**config.mk**
```make
export PLATFORM = sky130hd
export DESIGN_NAME = ps2_key_decoder_flat
export DESIGN_NICKNAME = d
export VERILOG_FILES = /design/src/rtl/ps2_key_decoder_if.sv /design/src/rtl/ps2_key_decoder.sv /design/src/flat_wrapper.sv
export SDC_FILE = /design/constraint.sdc
export NUM_CORES = 1
export LEC_CHECK = 0
export ABC_AREA = 1
export CORE_UTILIZATION = 50
export DETAILED_ROUTE_END_ITERATION = 6
export PLACE_DENSITY = 0.69
export SYNTH_ARGS = -nofsm -noshare
export SYNTH_HDL_FRONTEND = slang
export SYNTH_SLANG_ARGS = --single-unit
```
**constraint.sdc**
```tcl
create_clock -name clk -period 2.1 [get_ports clk]
set_input_delay 0.315 -clock clk [delete_from_list [all_inputs] [get_ports clk]]
set_output_delay 0.315 -clock clk [all_outputs]
set_load 0.05 [all_outputs]
```
**src/rtl/ps2_key_decoder_if.sv**
```systemverilog
// PS/2 line inputs and decoded key/scan outputs of ps2_key_decoder.
// The slave modport is the decoder side; the master modport is the device/consumer side.
interface ps2_key_decoder_if;
    logic       ps2_clk;
    logic       ps2_data;
    logic [3:0] key;
    logic [7:0] scan_code;
    logic       scan_valid;
    logic       frame_err;

    modport slave (
        input  ps2_clk, ps2_data,
        output key, scan_code, scan_valid, frame_err
    );

    modport master (
        output ps2_clk, ps2_data,
        input  key, scan_code, scan_valid, frame_err
    );
endinterface

```
**src/rtl/ps2_key_decoder.sv**
```systemverilog
// PS/2 keyboard receiver and scan-code decoder producing one-hot menu key pulses.
// Define KEY_REPEAT_EN to let typematic repeats of a held key pulse again.
module ps2_key_decoder #(
    parameter int TIMEOUT_CYCLES = 200000,
    parameter int SYNC_STAGES    = 2
) (
    input  logic             clk,
    input  logic             rst,
    ps2_key_decoder_if.slave bus
);
    localparam int            TW      = (TIMEOUT_CYCLES > 1) ? $clog2(TIMEOUT_CYCLES) : 1;
    localparam logic [TW-1:0] TO_LAST = TW'(TIMEOUT_CYCLES - 1);

    localparam logic [7:0] CODE_EXT   = 8'hE0;
    localparam logic [7:0] CODE_BRK   = 8'hF0;
    localparam logic [7:0] CODE_UP    = 8'h75;
    localparam logic [7:0] CODE_DOWN  = 8'h72;
    localparam logic [7:0] CODE_ENTER = 8'h5A;
    localparam logic [7:0] CODE_ESC   = 8'h76;

    typedef enum logic [1:0] {
        F_IDLE,
        F_DATA,
        F_PARITY,
        F_STOP
    } frame_state_e;

    typedef enum logic [1:0] {
        D_BASE,
        D_EXT,
        D_BRK,
        D_EXT_BRK
    } dec_state_e;

    // ------------------------------------------------------------------
    // Input synchronisers and falling-edge detect
    // ------------------------------------------------------------------
    logic [SYNC_STAGES-1:0] clk_sync_q;
    logic [SYNC_STAGES-1:0] data_sync_q;
    logic                   clk_prev_q;
    logic                   ps2_clk_s;
    logic                   ps2_data_s;
    logic                   fall;

    always_ff @(posedge clk) begin
        if (rst) begin
            clk_sync_q  <= '1;
            data_sync_q <= '1;
            clk_prev_q  <= 1'b1;
        end else begin
            clk_sync_q  <= {clk_sync_q[SYNC_STAGES-2:0], bus.ps2_clk};
            data_sync_q <= {data_sync_q[SYNC_STAGES-2:0], bus.ps2_data};
            clk_prev_q  <= clk_sync_q[SYNC_STAGES-1];
        end
    end

    assign ps2_clk_s  = clk_sync_q[SYNC_STAGES-1];
    assign ps2_data_s = data_sync_q[SYNC_STAGES-1];
    assign fall       = clk_prev_q & ~ps2_clk_s;

    // ------------------------------------------------------------------
    // Frame receiver
    // ------------------------------------------------------------------
    frame_state_e fstate_q, fstate_d;
    logic [2:0]    bitcnt_q, bitcnt_d;
    logic [7:0]    shift_q, shift_d;
    logic          par_q, par_d;
    logic [TW-1:0] tocnt_q, tocnt_d;
    logic          good_byte;
    logic          frame_bad;
    logic          timeout;

    always_comb begin
        fstate_d  = fstate_q;
        bitcnt_d  = bitcnt_q;
        shift_d   = shift_q;
        par_d     = par_q;
        tocnt_d   = tocnt_q;
        good_byte = 1'b0;
        frame_bad = 1'b0;
        timeout   = 1'b0;

        if (fall) begin
            tocnt_d = '0;
            unique case (fstate_q)
                F_IDLE: begin
                    if (!ps2_data_s) begin
                        fstate_d = F_DATA;
                        bitcnt_d = 3'd0;
                    end
                end
                F_DATA: begin
                    shift_d  = {ps2_data_s, shift_q[7:1]};
                    bitcnt_d = bitcnt_q + 3'd1;
                    if (bitcnt_q == 3'd7) fstate_d = F_PARITY;
                end
                F_PARITY: begin
                    par_d    = ps2_data_s;
                    fstate_d = F_STOP;
                end
                F_STOP: begin
                    // Odd parity: data bits plus parity bit carry an odd number of ones.
                    if (ps2_data_s && (^{par_q, shift_q})) good_byte = 1'b1;
                    else                                   frame_bad = 1'b1;
                    fstate_d = F_IDLE;
                end
                default: fstate_d = F_IDLE;
            endcase
        end else if (fstate_q == F_IDLE) begin
            tocnt_d = '0;
        end else if (tocnt_q == TO_LAST) begin
            // Counter holds at its last value; IDLE clears it on the next cycle.
            timeout  = 1'b1;
            fstate_d = F_IDLE;
        end else begin
            tocnt_d = tocnt_q + 1'b1;
        end
    end

    // ------------------------------------------------------------------
    // Scan-code decoder (consumes good bytes only)
    // ------------------------------------------------------------------
    dec_state_e dstate_q, dstate_d;
    logic [3:0] held_q, held_d;
    logic [3:0] key_d;
    logic [3:0] kmatch;
    logic       is_make;
    logic       is_rel;
    logic       is_ext;

    always_comb begin
        dstate_d = dstate_q;
        held_d   = held_q;
        key_d    = 4'b0000;
        is_make  = 1'b0;
        is_rel   = 1'b0;
        is_ext   = 1'b0;
        kmatch   = 4'b0000;

        if (good_byte) begin
            unique case (dstate_q)
                D_BASE: begin
                    if (shift_q == CODE_EXT)      dstate_d = D_EXT;
                    else if (shift_q == CODE_BRK) dstate_d = D_BRK;
                    else                          is_make  = 1'b1;
                end
                D_EXT: begin
                    if (shift_q == CODE_BRK) begin
                        dstate_d = D_EXT_BRK;
                    end else begin
                        is_make  = 1'b1;
                        is_ext   = 1'b1;
                        dstate_d = D_BASE;
                    end
                end
                D_BRK: begin
                    is_rel   = 1'b1;
                    dstate_d = D_BASE;
                end
                D_EXT_BRK: begin
                    is_rel   = 1'b1;
                    is_ext   = 1'b1;
                    dstate_d = D_BASE;
                end
                default: dstate_d = D_BASE;
            endcase
        end

        // Codes are distinct, so at most one bit of kmatch is ever set.
        kmatch[0] =  is_ext && (shift_q == CODE_UP);
        kmatch[1] =  is_ext && (shift_q == CODE_DOWN);
        kmatch[2] = !is_ext && (shift_q == CODE_ENTER);
        kmatch[3] = !is_ext && (shift_q == CODE_ESC);

        if (is_make) begin
`ifdef KEY_REPEAT_EN
            key_d  = kmatch;
`else
            key_d  = kmatch & ~held_q;
`endif
            held_d = held_q | kmatch;
        end else if (is_rel) begin
            held_d = held_q & ~kmatch;
        end
    end

    // ------------------------------------------------------------------
    // State and output registers
    // ------------------------------------------------------------------
    logic [3:0] key_q;
    logic [7:0] scan_code_q;
    logic       scan_valid_q;
    logic       frame_err_q;

    always_ff @(posedge clk) begin
        if (rst) begin
            fstate_q     <= F_IDLE;
            bitcnt_q     <= 3'd0;
            shift_q      <= 8'h00;
            par_q        <= 1'b0;
            tocnt_q      <= '0;
            dstate_q     <= D_BASE;
            held_q       <= 4'b0000;
            key_q        <= 4'b0000;
            scan_code_q  <= 8'h00;
            scan_valid_q <= 1'b0;
            frame_err_q  <= 1'b0;
        end else begin
            fstate_q     <= fstate_d;
            bitcnt_q     <= bitcnt_d;
            shift_q      <= shift_d;
            par_q        <= par_d;
            tocnt_q      <= tocnt_d;
            dstate_q     <= dstate_d;
            held_q       <= held_d;
            key_q        <= key_d;
            scan_valid_q <= good_byte;
            frame_err_q  <= frame_bad | timeout;
            if (good_byte) scan_code_q <= shift_q;
        end
    end

    assign bus.key        = key_q;
    assign bus.scan_code  = scan_code_q;
    assign bus.scan_valid = scan_valid_q;
    assign bus.frame_err  = frame_err_q;

endmodule
```
**src/flat_wrapper.sv**
```systemverilog
// flat-port wrapper written by rule: the top's interface ports become plain ports
module ps2_key_decoder_flat 
#(
    parameter int TIMEOUT_CYCLES = 200000,
    parameter int SYNC_STAGES    = 2
)
  (clk, rst, bus_ps2_clk, bus_ps2_data, bus_key, bus_scan_code, bus_scan_valid, bus_frame_err);
  ps2_key_decoder_if bus_i ();
  input  logic clk;
  input  logic rst;
  input wire logic [$bits(bus_i.ps2_clk)-1:0] bus_ps2_clk;
  input wire logic [$bits(bus_i.ps2_data)-1:0] bus_ps2_data;
  output wire logic [$bits(bus_i.key)-1:0] bus_key;
  output wire logic [$bits(bus_i.scan_code)-1:0] bus_scan_code;
  output wire logic [$bits(bus_i.scan_valid)-1:0] bus_scan_valid;
  output wire logic [$bits(bus_i.frame_err)-1:0] bus_frame_err;
  assign bus_i.ps2_clk = bus_ps2_clk;
  assign bus_i.ps2_data = bus_ps2_data;
  assign bus_key = bus_i.key;
  assign bus_scan_code = bus_i.scan_code;
  assign bus_scan_valid = bus_i.scan_valid;
  assign bus_frame_err = bus_i.frame_err;
  ps2_key_decoder #(.TIMEOUT_CYCLES(TIMEOUT_CYCLES), .SYNC_STAGES(SYNC_STAGES)) u_core (.clk(clk), .rst(rst), .bus(bus_i));
endmodule
```
==> flow_metrics.tcl, run 1 <==
set metrics [dict create \
    maxCapViolations 0 \
    synth-seq-cells 57 \
    nets 418 \
    arrival_ns 2.13 \
    core_area_um2 5200 \
    syn-cell-area_um2 2750 \
    clock_power_share 0.445 \
    cpMostUsedCell "nand2_1" \
    cts_sinks 57 \
    initial_core_util 0.528 \
    setup_viol 0 \
    pwr-share-seq 0.538 \
    synth.most_common_cell "nand2_1" \
    io_pins 18 \
    fin_crit_sh 0.905 \
    power_density_nw_per_um2 630 \
    fin_crit_ns 1.90 \
    ant_nets 0 \
    instances_no_fill 471 \
    drt-initial-drc-count 99 \
    hold_violations 0 \
    irDropWorstVdd_uv 386 \
    async_flop_share 0 \
    busiest_layer "met2" \
    diodes 0 \
    use_met3 0.0419 \
    grt_max_degree 22 \
    syn_to_final_growth_pct 16.8 \
    skew_ns 0.00586 \
    grt_usage 0.203 \
    yosysWarnings 0 \
    crit_type "reg2reg" \
    yosysSeqAreaShare 0.415 \
    synth_cells 368 \
    required_ns 2.33 \
    cpPeakStageDelay_ns 0.35 \
    dr.pass1.iters 4 \
    core.rowCount 26 \
    synth_edf_count 0 \
    post-place-cells 453 \
    maxSlewHeadroom 0.668 \
    crit_slowest_cell "dfxtp_2" \
    ff_latch_area_um2 1140 \
    p_comb_frac 0.017 \
    drv_slew 0 \
    cts_tree "yes" \
    swShare 0.216 \
    rsz0062_at_grt "no" \
    avgRoutedWirePerCell_um 11.3 \
    clk-insertion-delay-late_ns 0.34 \
    fmax_ghz 0.526 \
    syn-num-nets 390 \
    crit_path_start_kind "flip-flop" \
    yosysTopAreaCell "dfxtp_1" \
    end_kind "flip-flop" \
    synth_top_area_frac 0.415 \
    hpwl_um 3920 \
    synthDistinctLibCells 29 \
    numCtsBuffers 9 \
    crit_path_cell_trace "inv_1 -> ha_1 -> inv_1 -> nand2_1 -> nand3_2 -> nand2_1 -> nand2_1 -> nand3_2 -> nor2_4 -> buf_12 -> buf_4 -> nand4_1 -> nand3_1 -> nand2_1" \
    port_buffers 17 \
    power_mw 2.02 \
    antenna_found_initial 0 \
    synth_top_cells_by_area "dfxtp_1 (42%), nand2_1 (10%), ha_1 (8.2%)" \
    grt_overflow 0 \
    ctsHoldBuffers 0 \
    synthFlopType "dfxtp_1" \
    viasPerCell 4.99 \
    synth.avg_cell_area_um2 7.47 \
    gp_congestion 0.793 \
    cp_max_fo 12 \
    wirelength_um 5310 \
    multiInputGateArea_um2 1370 \
    grt_pass1_vias 2102 \
    internal_power_mw 1.59 \
    die_h_um 76.1 \
    finalSetupTns_ns 0 \
    vias 2349 \
    clk_path_buf_depth 2 \
    worst_pin_slew_ns 0.497 \
    gr-usage-met2 0.293 \
    drive_gt1_frac 0.105 \
    die_w_um 76.1 \
    grt_pass1_wl_um 9250 \
    drc 0 \
    status "finished, final reports clean" \
    grtUsageMet1 0.279 \
    p_leak_nw 1.33 \
    htreeDepth 3 \
    clockRootBuffer "clkbuf_8" \
    nFillCells 500 \
    min_path_type "reg2reg" \
    synth.top_cells.by_count "nand2_1 (75), dfxtp_1 (57), inv_1 (53), a21oi_1 (39), o21ai_0 (24)" \
    switching_power_uw 437 \
    clkTransAtPathRegs_ns 0.06 \
    die-area_um2 5800 \
]
## layout make-up
cell class / count / share of cell area
Clock inverter: 3 / 0.00468
Inverter: 55 / 0.0643
Clock buffer: 13 / 0.0495
Tap cell: 70 / 0.0273
Sequential cell: 57 / 0.356
Multi-Input combinational cell: 249 / 0.425
Timing Repair Buffer: 24 / 0.0733
## through the flow
step	hold slack (ns)	utilization	setup slack, ns	instance area (µm²)
3_5_place_dp	0.401	0.578	0.0797	3010
6_report	0.411	0.617	0.199	3210
3_3_place_gp	0.390	0.578	0.192	3010
2_1_floorplan	0.389	-	0.390	2750
4_1_cts	0.416	0.611	0.0759	3180
5_1_grt	0.431	0.617	0.00838	3210
## registers in the layout (all words and copies together), names as in the netlist, 2 cells and up, named ones only
name	flops
u_core.bus.scan_code	8
u_core.clk_sync_q	2
u_core.shift_q	8
u_core.bus.key	4
u_core.tocnt_q	18
u_core.dstate_q	2
u_core.fstate_q	2
u_core.data_sync_q	2
u_core.bitcnt_q	3
## kinds of logic (layout without fill, tap and decap cells)
group                    count (synthesis)  in the layout  synth area share
XOR/XNOR                                 3              3           0.00956
flip-flops                              57             57             0.415
adder cells (fa/ha/maj)                 18             18            0.0819
AND/OR/NAND/NOR                        160            160             0.278
AO/OA/AOI/OAI                           68             68             0.127
buffers and inverters                   62             95            0.0883
## worst max-delay path, delay by kind of cell (launching register included)
kind,cells,cell delay (ns)
buf+inv,4,0.39
flops,1,0.35
simple gates,9,0.73
fa+ha+maj,1,0.33
## placed cells by master, fill, tap and decap left out, drive strengths merged, types with 13 or more instances in the layout
cell	instances
nand2	77
dfxtp	57
inv	54
a21oi	39
nor2	25
o21ai	24
nand3	23
ha	18
clkdlybuf4s50	17
nor3	17
clkbuf	13
## layer usage
layer	up-vias	wire length, µm
li1	1259	-
met1	1039	2710
met2	39	2300
met3	12	192
met4	0	113
met5	-	0
## power by group through the flow
stage          registers [mW]  logic [mW]  clock network (mW)
4_1_cts                  1.09      0.0342               0.930
6_report                 1.09      0.0337               0.901
5_1_grt                  1.09      0.0388               0.980
3_5_place_dp             1.11      0.0340                   0
2_1_floorplan            1.11      0.0195                   0
3_3_place_gp             1.11      0.0336                   0
## path summary, 6_finish.rpt
check                        startpoint                     to  slack (ns)  cells after the start
hold reg to reg   u_core.data_sync_q[0]  u_core.data_sync_q[1]        0.41                      1
setup / recovery      u_core.shift_q[4]              flip-flop        0.20                     14
hold / removal    u_core.data_sync_q[0]  u_core.data_sync_q[1]        0.41                      1
setup reg to reg      u_core.shift_q[4]              flip-flop        0.20                     14
## what timing repair did
action	CTS	global route
resized for setup	0	1
setup endpoints to repair	0	16
buffers inserted	0	2
No activity file was read; power rests on OpenSTA's default activity.
==> inputs of run 2 (changes only) <==
--- a/config.mk
+++ b/config.mk
@@ -6,8 +6,10 @@
 export NUM_CORES = 1
 export LEC_CHECK = 0
 export ABC_AREA = 1
+export CAP_MARGIN = 20
 export CORE_UTILIZATION = 50
 export DETAILED_ROUTE_END_ITERATION = 6
+export GPL_TIMING_DRIVEN = 1
 export PLACE_DENSITY = 0.69
 export SYNTH_ARGS = -nofsm -noshare
 export SYNTH_HDL_FRONTEND = slang
==> constraint.sdc (replaced) <==
create_clock -name clk -period 2.2 [get_ports clk]
set_input_delay 0.33 -clock clk [delete_from_list [all_inputs] [get_ports clk]]
set_output_delay 0.33 -clock clk [all_outputs]
set_load 0.05 [all_outputs]
==> run 2 against run 1 <==
Compared with the run above: clock power shrank 5.4%; flip-flop and latch count unchanged; combinational power about the same; largest cell class unchanged; clock skew increased by 0.0028 ns.
==> flow_metrics.tcl, run 2 (synthesized netlist as in run 1, its figures left out) <==
set metrics [dict create \
    status "finished, final reports clean" \
    rsz0062_at_grt "no" \
    drv_slew 0 \
    startpoint "u_core.shift_q[4]" \
    top_register "u_core.tocnt_q" \
    hold_violations 0 \
    fin_crit_ns 1.97 \
    core.rowCount 26 \
    syn_to_final_growth_pct 17.2 \
    min_path_type "reg2reg" \
    die_h_um 76.1 \
    io_pins 18 \
    cpPeakStageDelay_ns 0.38 \
    fin_ws_ns 0.227 \
    avgRoutedWirePerCell_um 11.1 \
    end_kind "flip-flop" \
    grt_overflow 0 \
    drive_gt1_frac 0.107 \
    htreeDepth 3 \
    drt-initial-drc-count 87 \
    instances_no_fill 472 \
    cts.repair.resized 0 \
    clk_path_buf_depth 2 \
    numCtsBuffers 9 \
    vias 2310 \
    crit_path_cell_trace "inv_1 -> ha_1 -> inv_1 -> nand2_1 -> nand3_2 -> nand2_1 -> nand2_1 -> nand3_2 -> nor2_4 -> buf_4 -> nand2_1 -> nand2_1 -> inv_1 -> nand2_1 -> nand2_1" \
    skew_ns 0.00870 \
    largest_reg_flops 18 \
    grt_usage 0.198 \
    crit_slowest_cell "dfxtp_1" \
    initial_core_util 0.528 \
    reg2reg_from "u_core.shift_q[4]" \
    post-place-cells 454 \
    finalSetupTns_ns 0 \
    power_mw 1.92 \
    port_buffers 17 \
    fin_crit_sh 0.897 \
    maxSlewHeadroom 0.664 \
    worst_pin_slew_ns 0.502 \
    grt_pass1_vias 2116 \
    crit_path_start_kind "flip-flop" \
    grt_max_degree 16 \
    nets 422 \
    crit_type "reg2reg" \
    fin_area_um2 3220 \
    ant_nets 0 \
    arrival_ns 2.19 \
    reg2reg_depth 15 \
    cpMostUsedCell "nand2_1" \
    drc 0 \
    setup_viol 0 \
    core_area_um2 5200 \
    path_buf_inv 4 \
    fin_util 0.619 \
    grt_pass1_wl_um 9150 \
    wirelength_um 5250 \
    worst-r2r-setup-slack_ns 0.23 \
    hold_ws_ns 0.406 \
    final_common_cell "nand2_1" \
    fmax_ghz 0.507 \
    cts_tree "yes" \
    nFillCells 493 \
    cpLargestDelayFamily "simple AND/OR/NAND/NOR gates" \
    power_density_nw_per_um2 597 \
    crit_cells 15 \
    place_ws_ns 0.196 \
    required_ns 2.42 \
    clk-insertion-delay-late_ns 0.33 \
    antenna_found_initial 0 \
    dpl_cell_area_um2 3020 \
    maxCapViolations 0 \
    viasPerCell 4.89 \
    dr.pass1.iters 4 \
    die_w_um 76.1 \
    irDropWorstVdd_uv 418 \
    clkTransAtPathRegs_ns 0.06 \
    cp_max_fo 5 \
    p_leak_nw 1.34 \
    die-area_um2 5800 \
    hpwl_um 3870 \
    final_cell_mix "nand2_1 (75), dfxtp_1 (57), inv_1 (53), a21oi_1 (39), o21ai_0 (24)" \
    clockRootBuffer "clkbuf_8" \
    gp_congestion 0.853 \
    cts_sinks 57 \
    diodes 0 \
]
==> run 2: cell count changes in the layout (fill, tap and decap cells not counted) <==
cell	previous run	this run
buf_12	1	0
buf_4	6	10
clkbuf_1	2	1
clkbuf_8	11	12
clkinv_2	3	0
dfxtp_1	56	57
dfxtp_2	1	0
nor2_2	2	3
==> run 2: area by class of cell <==
type                            count  area [µm²]  area share
Timing Repair Buffer               27         245      0.0761
Clock buffer                       13         169      0.0524
Sequential cell                    57        1140       0.354
Tap cell                           70        87.6      0.0272
Multi-Input combinational cell    250        1370       0.426
Inverter                           55         206      0.0641
==> run 2: report_power, final <==
part	leakage [nW]	internal [mW]	total, mW	switching (mW)
clock network	0.0875	0.482	0.852	0.370
logic	0.792	0.0140	0.0336	0.0196
registers	0.460	1.04	1.04	0.00191
total	1.34	1.53	1.92	0.391
==> run 2: worst min path at each step <==
stage / startpoint / to / slack, ns / cells past startpoint
floorplan: u_core.clk_sync_q[0] / u_core.clk_sync_q[1] / 0.39 / 1
global placement: u_core.data_sync_q[0] / u_core.data_sync_q[1] / 0.39 / 1
detailed placement: u_core.data_sync_q[0] / u_core.data_sync_q[1] / 0.39 / 1
CTS: u_core.data_sync_q[0] / u_core.data_sync_q[1] / 0.41 / 1
global route: u_core.data_sync_q[0] / u_core.data_sync_q[1] / 0.43 / 1
finish: u_core.data_sync_q[0] / u_core.data_sync_q[1] / 0.41 / 1
==> run 2: what timing repair did <==
action / 4_1_cts / 5_1_grt
endpoints found under the setup margin: 0 / 8
hold buffers: 0 / 0
endpoints found under the hold margin: 0 / 0
buffers inserted: 0 / 4
==> run 2: per-layer routing <==
| layer | vias up | global-route usage | wire length, µm |
|---|---|---|---|
| met5 | - | 0 | 0 |
| met4 | 0 | 0.0827 | 59 |
| met3 | 7 | 0.0587 | 224 |
| met2 | 42 | 0.303 | 2290 |
| met1 | 997 | 0.259 | 2680 |
| li1 | 1264 | - | - |
